## src/rtl/commit_mem_unit.sv

```systemverilog
// Commit-time load/store engine: one non-speculative memory access per ROB head,
// with alignment/legality checks, lane steering, load extension and a response watchdog.
module commit_mem_unit #(
  parameter int unsigned MAX_WAIT = 1023
) (
  input  logic        clk,
  input  logic        rst,
  input  logic        req_read,
  input  logic        req_write,
  input  logic [2:0]  funct3,
  input  logic [31:0] addr,
  input  logic [31:0] wdata,
  input  logic        data_mem_resp,
  input  logic [31:0] data_mem_rdata,
  output logic        data_read,
  output logic        data_write,
  output logic [3:0]  data_mbe,
  output logic [31:0] data_mem_address,
  output logic [31:0] data_mem_wdata,
  output logic [31:0] ld_data,
  output logic        done,
  output logic        fault,
  output logic        busy
);

  localparam int unsigned WW = $clog2(MAX_WAIT + 1);
  localparam logic [WW-1:0] WD_LAST = WW'(MAX_WAIT - 1);

  typedef enum logic [1:0] {IDLE, READ, WRITE, DONE} state_t;

  state_t          state;
  logic [WW-1:0]   wd_cnt;
  logic [2:0]      f3_q;
  logic [1:0]      off_q;

  logic            legal;
  logic [3:0]      mbe_n;
  logic [31:0]     wrep_n;

  function automatic logic size_aligned(input logic [1:0] sz, input logic [1:0] off);
    case (sz)
      2'd0:    size_aligned = 1'b1;
      2'd1:    size_aligned = ~off[0];
      2'd2:    size_aligned = (off == 2'd0);
      default: size_aligned = 1'b0;
    endcase
  endfunction

  function automatic logic [31:0] load_ext(input logic [2:0] f3, input logic [1:0] off,
                                           input logic [31:0] rd);
    logic [31:0] b_sh;
    logic [31:0] h_sh;
    b_sh = rd >> {off, 3'b000};
    h_sh = rd >> {off[1], 4'b0000};
    case (f3)
      3'd0:    load_ext = {{24{b_sh[7]}}, b_sh[7:0]};
      3'd4:    load_ext = {24'd0, b_sh[7:0]};
      3'd1:    load_ext = {{16{h_sh[15]}}, h_sh[15:0]};
      3'd5:    load_ext = {16'd0, h_sh[15:0]};
      default: load_ext = rd;
    endcase
  endfunction

  // Legality is judged on the live inputs because they are latched on this same edge.
  always_comb begin
    legal  = 1'b0;
    mbe_n  = 4'b1111;
    wrep_n = wdata;
    if (req_read)
      legal = size_aligned(funct3[1:0], addr[1:0]) && !(funct3[2] && funct3[1]);
    else
      legal = size_aligned(funct3[1:0], addr[1:0]) && !funct3[2];
    case (funct3[1:0])
      2'd0: begin
        mbe_n  = 4'b0001 << addr[1:0];
        wrep_n = {4{wdata[7:0]}};
      end
      2'd1: begin
        mbe_n  = 4'b0011 << addr[1:0];
        wrep_n = {2{wdata[15:0]}};
      end
      default: ;
    endcase
  end

  always_ff @(posedge clk) begin
    if (rst) begin
      state            <= IDLE;
      wd_cnt           <= '0;
      f3_q             <= '0;
      off_q            <= '0;
      data_read        <= 1'b0;
      data_write       <= 1'b0;
      data_mbe         <= '0;
      data_mem_address <= '0;
      data_mem_wdata   <= '0;
      ld_data          <= '0;
      done             <= 1'b0;
      fault            <= 1'b0;
      busy             <= 1'b0;
    end else begin
      done  <= 1'b0;
      fault <= 1'b0;
      case (state)
        IDLE: begin
          if (req_read || req_write) begin
            busy   <= 1'b1;
            wd_cnt <= '0;
            f3_q   <= funct3;
            off_q  <= addr[1:0];
            if (!legal) begin
              state <= DONE;
              done  <= 1'b1;
              fault <= 1'b1;
              if (req_read) ld_data <= '0;
            end else begin
              data_mem_address <= {addr[31:2], 2'b00};
              if (req_read) begin
                state     <= READ;
                data_read <= 1'b1;
                data_mbe  <= '0;
              end else begin
                state          <= WRITE;
                data_write     <= 1'b1;
                data_mbe       <= mbe_n;
                data_mem_wdata <= wrep_n;
              end
            end
          end
        end
        READ, WRITE: begin
          if (data_mem_resp || wd_cnt == WD_LAST) begin
            state            <= DONE;
            done             <= 1'b1;
            fault            <= ~data_mem_resp;
            data_read        <= 1'b0;
            data_write       <= 1'b0;
            data_mbe         <= '0;
            data_mem_address <= '0;
            data_mem_wdata   <= '0;
            wd_cnt           <= '0;
            if (state == READ)
              ld_data <= data_mem_resp ? load_ext(f3_q, off_q, data_mem_rdata) : '0;
          end else begin
            wd_cnt <= wd_cnt + 1'b1;
          end
        end
        DONE: begin
          busy  <= 1'b0;
          state <= IDLE;
        end
        default: state <= IDLE;
      endcase
    end
  end

endmodule
```

## config.mk

```make
export PLATFORM = sky130hd
export DESIGN_NAME = commit_mem_unit
export DESIGN_NICKNAME = d
export VERILOG_FILES = /design/src/rtl/commit_mem_unit.sv
export SDC_FILE = /design/constraint.sdc
export NUM_CORES = 1
export LEC_CHECK = 0
export BUFFER_PORTS_ARGS = -buffer_cell sky130_fd_sc_hd__buf_4
export CAP_MARGIN = 25
export CORE_ASPECT_RATIO = 0.8
export CORE_UTILIZATION = 40
export CTS_CLUSTER_SIZE = 24
export DETAILED_ROUTE_END_ITERATION = 7
export PLACE_DENSITY = 0.7
export RECOVER_POWER = 25
export SLEW_MARGIN = 20
export SYNTH_ARGS = -nofsm -noshare
export SYNTH_HDL_FRONTEND = slang
export SYNTH_SLANG_ARGS = --single-unit
```

## constraint.sdc

```tcl
create_clock -name clk -period 2.5 [get_ports clk]
set_input_delay 0.25 -clock clk [delete_from_list [all_inputs] [get_ports clk]]
set_output_delay 0.25 -clock clk [all_outputs]
set_load 0.01 [all_outputs]
```

* Word level (Yosys, flattened, before mapping)
Index checks and enable logic that the tools add are counted.
W data, S select, Z words.
** Word-level totals
- Flip-flop bits (word level) :: 122
- Output and inout bits :: 105
** Operators by class
- Equal/unequal tests :: 16
- Multiplexer cells :: 52
- Bitwise operators :: 2
- Shifts and indexed selects :: 4
- Reductions and logical operators :: 22
- Add/subtract/negate cells :: 1
** Operators with widths (number)
- $mux W32 :: 12
- $pmux W32 S2 :: 4
- $pmux W32 S4 :: 1
- $shr A32 B5 Y16 :: 1
- $shr A32 B5 Y8 :: 1
- $mux W10 :: 2
- $pmux W10 S2 :: 1
- $mux W4 :: 4
- $pmux W4 S2 :: 2
- $mux W1 :: 15
- $ne A2 B2 Y1 const B :: 7
- $add A10 B1 Y10 const B :: 1
- $eq A10 B10 Y1 const B :: 1
- $pmux W1 S2 :: 5
- $reduce_and A5 Y1 :: 2
- $mux W2 :: 4
- $reduce_and A2 Y1 :: 4
- $eq A2 B2 Y1 const B :: 3
- $eq A3 B3 Y1 const B :: 2
- $logic_not A2 Y1 :: 3
- $pmux W2 S3 :: 1
- $reduce_and A6 Y1 :: 1
- $eq A2 B1 Y1 const B :: 2
- $reduce_and A4 Y1 :: 1
- 11 further kinds :: 17

* Longest topological paths before layout
- Depth in word-level cells :: 8
- Gate-level depth with buffers :: 9
- Depth with buffers taken out :: 6

* Worst setup path before layout
OpenSTA, ideal clock, no wires.
- Path type :: reg-to-reg
- Start point :: register state[0]
- End point :: register data_mem_wdata[5]
- Slack :: 0.431 ns
- Buffers on the path :: 2
- Data arrival time :: 2.009 ns
- Clock period less this slack :: 2.069 ns
- Cell stages (with the launch flop) :: 9
- Required time :: 2.440 ns
- Cells stage by stage :: dfxtp_1 inv_1 ha_1 buf_2 nor2b_1 o31a_1 o31a_1 clkbuf_1 a22o_1
** On the way
- Longest elaborated chain between the ends :: 4
- Elaborated cells on any way between the ends :: 11
** RTL lines
- start, declared :: line 31 : state_t state;
- start signal, assigned :: line 88 : state <= IDLE;
- start signal, assigned :: line 112 : state <= DONE;
- start signal, assigned :: line 119 : state <= READ;
- $eq A2 B1 Y1 or $eq A2 B2 Y1 (tied branches) :: line 104 : case (state)
- $reduce_or A2 Y1 :: line 104
- $ne A2 B2 Y1 (no source line) or $reduce_bool A2 Y1 (tied branches)
- $reduce_and A5 Y1 (no source line)
- end signal, assigned :: line 126 : data_mem_wdata <= wrep_n;
- end, declared :: line 19 : output logic [31:0] data_mem_wdata,
Several ways; a longest one is shown, not always the timed one.
A chain may end at the register's enable or synchronous reset.

* Worst setup path in the final report
- Start point :: register state[0]
- End point :: register ld_data[5]
** On the way
- Longest elaborated chain between the ends :: 4
- Elaborated cells on any way between the ends :: 12
** RTL lines
- $eq A2 B1 Y1 or $eq A2 B2 Y1 (tied branches) :: line 104, 142
- $reduce_or A2 Y1 :: line 104
- $ne A2 B2 Y1 (no source line) or $reduce_bool A2 Y1 (tied branches)
- $reduce_and A6 Y1 (no source line)
- end signal, assigned :: line 143 : ld_data <= data_mem_resp ? load_ext(f3_q, off_q, data_mem_rdata) : '0;
- end, declared :: line 20 : output logic [31:0] ld_data,
Several ways; a longest one is shown, not always the timed one.

==> results.md <==
* Status: finished clean
* Post-synth top area cell: dfxtp_1
* Power Density at around 1000 nW/um^2
* Cell count after synthesis at 633
* Vias post-DR at 5533
* GRT overflow at 0
* Starting DRT DRC Count at roughly 440
* Synthesis-to-layout area growth at 36.5%
* Yosys reg bits at 120
* Vias/cell at 5.42
* Ant diodes at 0
* Area of the mapped netlist at 5730 um^2
* Grt met3 use at 0.0567
* Final antenna-violating net count at 0
* Max Fanout on Critical Path at 11
* Hold-fix buffers at CTS at 0
* Minimum clock period at 2270 ps
* Share of cells above drive strength 1 at 0.272
* Clk sinks at 120
* Syn avg cell area at a little over 9 um^2
* Area contributors post-synth: dfxtp_1 42%, mux2i_1 12%, nand2_1 7.7%, a22o_1 5.7%, nand2b_1 2.6%
* Min-delay worst type: in -> reg
* Initial antenna violation count at 0
* CTS clock-pin slew for the worst setup and hold paths at 60 ps
* Multi-input logic area at 3090 um^2
* Top FF cell, synth: dfxtp_1
* Htree depth at 4
* Die H at 109 um
* Arr. time, crit path at 2560 ps
* Largest net degree at the start of global routing at 57
* Clk_lat worst skew at 420 ps
* Port buffer count at 206
* Standard-cell row count at 38
* GR peak layer: met2
* Async SR Flop Fraction at 0
* Commonest cells post-synth: 120 x dfxtp_1, 117 x nand2_1, 69 x mux2i_1
* Max-cap check violation count at 0
* Seq/Total Area, Yosys at 0.419
* Final hold vios at 0
* Max-slew headroom at 0.532
* Fillers at about 1300
* Clock skew at 12.9 ps
* Slew Limit Fails at 0
* Count leader, synth: dfxtp_1
* Static leakage at roughly 0.0033 uW
* Total CTS buffers at 17
* YS warnings at 0
* Critical path type: reg -> reg
* Residual DRC at 0
* Period utilization at 0.907
* Max Buffers Root-to-Sink at 2
* Die width at 136 um
* CTS root buf: clkbuf_16
* # setup viols final at 0
* PnR Total Power at between 7000 and 8000 uW
* NumNets Final at about 940
* DP HPWL at between 10 and 15 mm
* Peak supply drop at 0.518 mV
* M2 GR Usage at 0.387
* Met1 usage at 0.290
* DR WL/cell at 16.7 um
* F_max at 0.441 GHz
* Worst slew pin tran at 697 ps
* Initial Util at 0.416
* WP data required at 2790 ps
* Worst setup SP type: register
* Nature of the critical path endpoint: register
* WL final at approximately 17 mm
* Hold slack at 76.8 ps
* RSZ-0062 raised after global routing: false
* Top cell type's share of synthesized area at 0.419
* Die area at ~15000 um^2
* Io pins at 209
* Final Core Density at 0.568
* Tot GR Track Use at 0.231
* Number of enable-type register cells in the synthesized netlist at 0
* Core ar. at 13800 um^2
* Post-route setup TNS at 0 ps
* Pre-Repair DR Iteration Count at 5
* FF/Latch Area at 2400 um^2
* Number of global-route vias before repair at 5378
* First-pass GRT wire length at 26.8 mm
* Yosys cell types at 59
* CTS tree: built
* GPL Wtd Cong at just under 0.9
[registers in the layout, summed over array words and instances (netlist names)]
register	flops
wd_cnt	10
data_read	1
off_q	2
busy	1
ld_data	32
data_mbe	4
fault	1
data_mem_address	30
data_mem_wdata	32
state	2
f3_q	3
done	1
data_write	1
[critical path, cell delays in order, from the launching register on]
cell and delay (ps):
dfxtp_1 330, inv_1 110, ha_1 350, nand3b_1 180, o32ai_2 510, nand2_1 220
o41ai_1 450
[through the flow]
stage	instances	cell area (um^2)	worst slack, ps
after floorplan	634	5740	431
after global placement	987	7420	198
after detailed placement	988	7430	83.7
after CTS	1020	8020	70.2
after global routing	1021	7830	26.0
final	1021	7830	233
[repair_timing]
action,in CTS,in global routing
resized for setup,0,2
setup buffers,0,0
endpoints found under the setup margin,0,77
[cells by family (layout without fill, tap and decap cells)]
logic type / count (synthesis) / in the layout / synth area share
simple gates: 220 / 220 / 0.180
compound gates: 142 / 142 / 0.189
flops: 120 / 120 / 0.419
mux: 82 / 82 / 0.146
buf+inv: 58 / 265 / 0.0463
fa+ha+maj: 6 / 6 / 0.0131
xor+xnor: 4 / 4 / 0.00611
other cells: 1 / 2 / 0.000654
[worst paths after layout]
check	startpoint	endpoint	slack, ps	cells after the start
setup / recovery	state[0]$_SDFFE_PP0P_	ld_data[5]$_SDFFE_PP0P_	230	6
hold / removal	addr[19]	data_mem_address[19]$_SDFFE_PP0P_	80	3
setup reg to reg	state[0]$_SDFFE_PP0P_	ld_data[5]$_SDFFE_PP0P_	230	6
hold reg to reg	ld_data[7]$_SDFFE_PP0P_	ld_data[7]$_SDFFE_PP0P_	460	2
[area by class of cell]
cell class              count  share of cell area
repair buffers            224               0.190
flip-flops and latches    120               0.307
clock inverters            13              0.0189
well taps                 180              0.0288
clock buffers              19              0.0566
inverters                   9             0.00432
multi-input cells         456               0.395
[layer usage]
metal,part of all wire,routed length [um],vias up
met3,0.063,1080,20
met4,0.011,195,0
met1,0.45,7660,2647
met5,0,0,-
li1,-,-,2661
met2,0.48,8120,205
[report_power, final]
part	switching (uW)	leakage, uW	internal (uW)	total, uW
Clock	938	0.000276	1500	2440
Sequential	245	0.000974	2280	2530
Combinational	1600	0.00205	1230	2830
Total	2790	0.00330	5010	7800
[placed cells by master, fill, tap and decap left out, types with 6 or more instances in the layout]
master	n
a22o_1	37
nor2b_1	7
o211ai_1	6
nand2_1	117
o21ai_0	29
dfxtp_1	120
mux2_2	13
nor3_1	9
inv_1	8
clkbuf_1	56
a21oi_1	14
nand2b_1	24
nand3_1	7
mux2i_1	69
clkbuf_16	17
buf_4	168
o2bb2ai_1	12
nor2_1	24
Power figures use the tool's default switching activity.
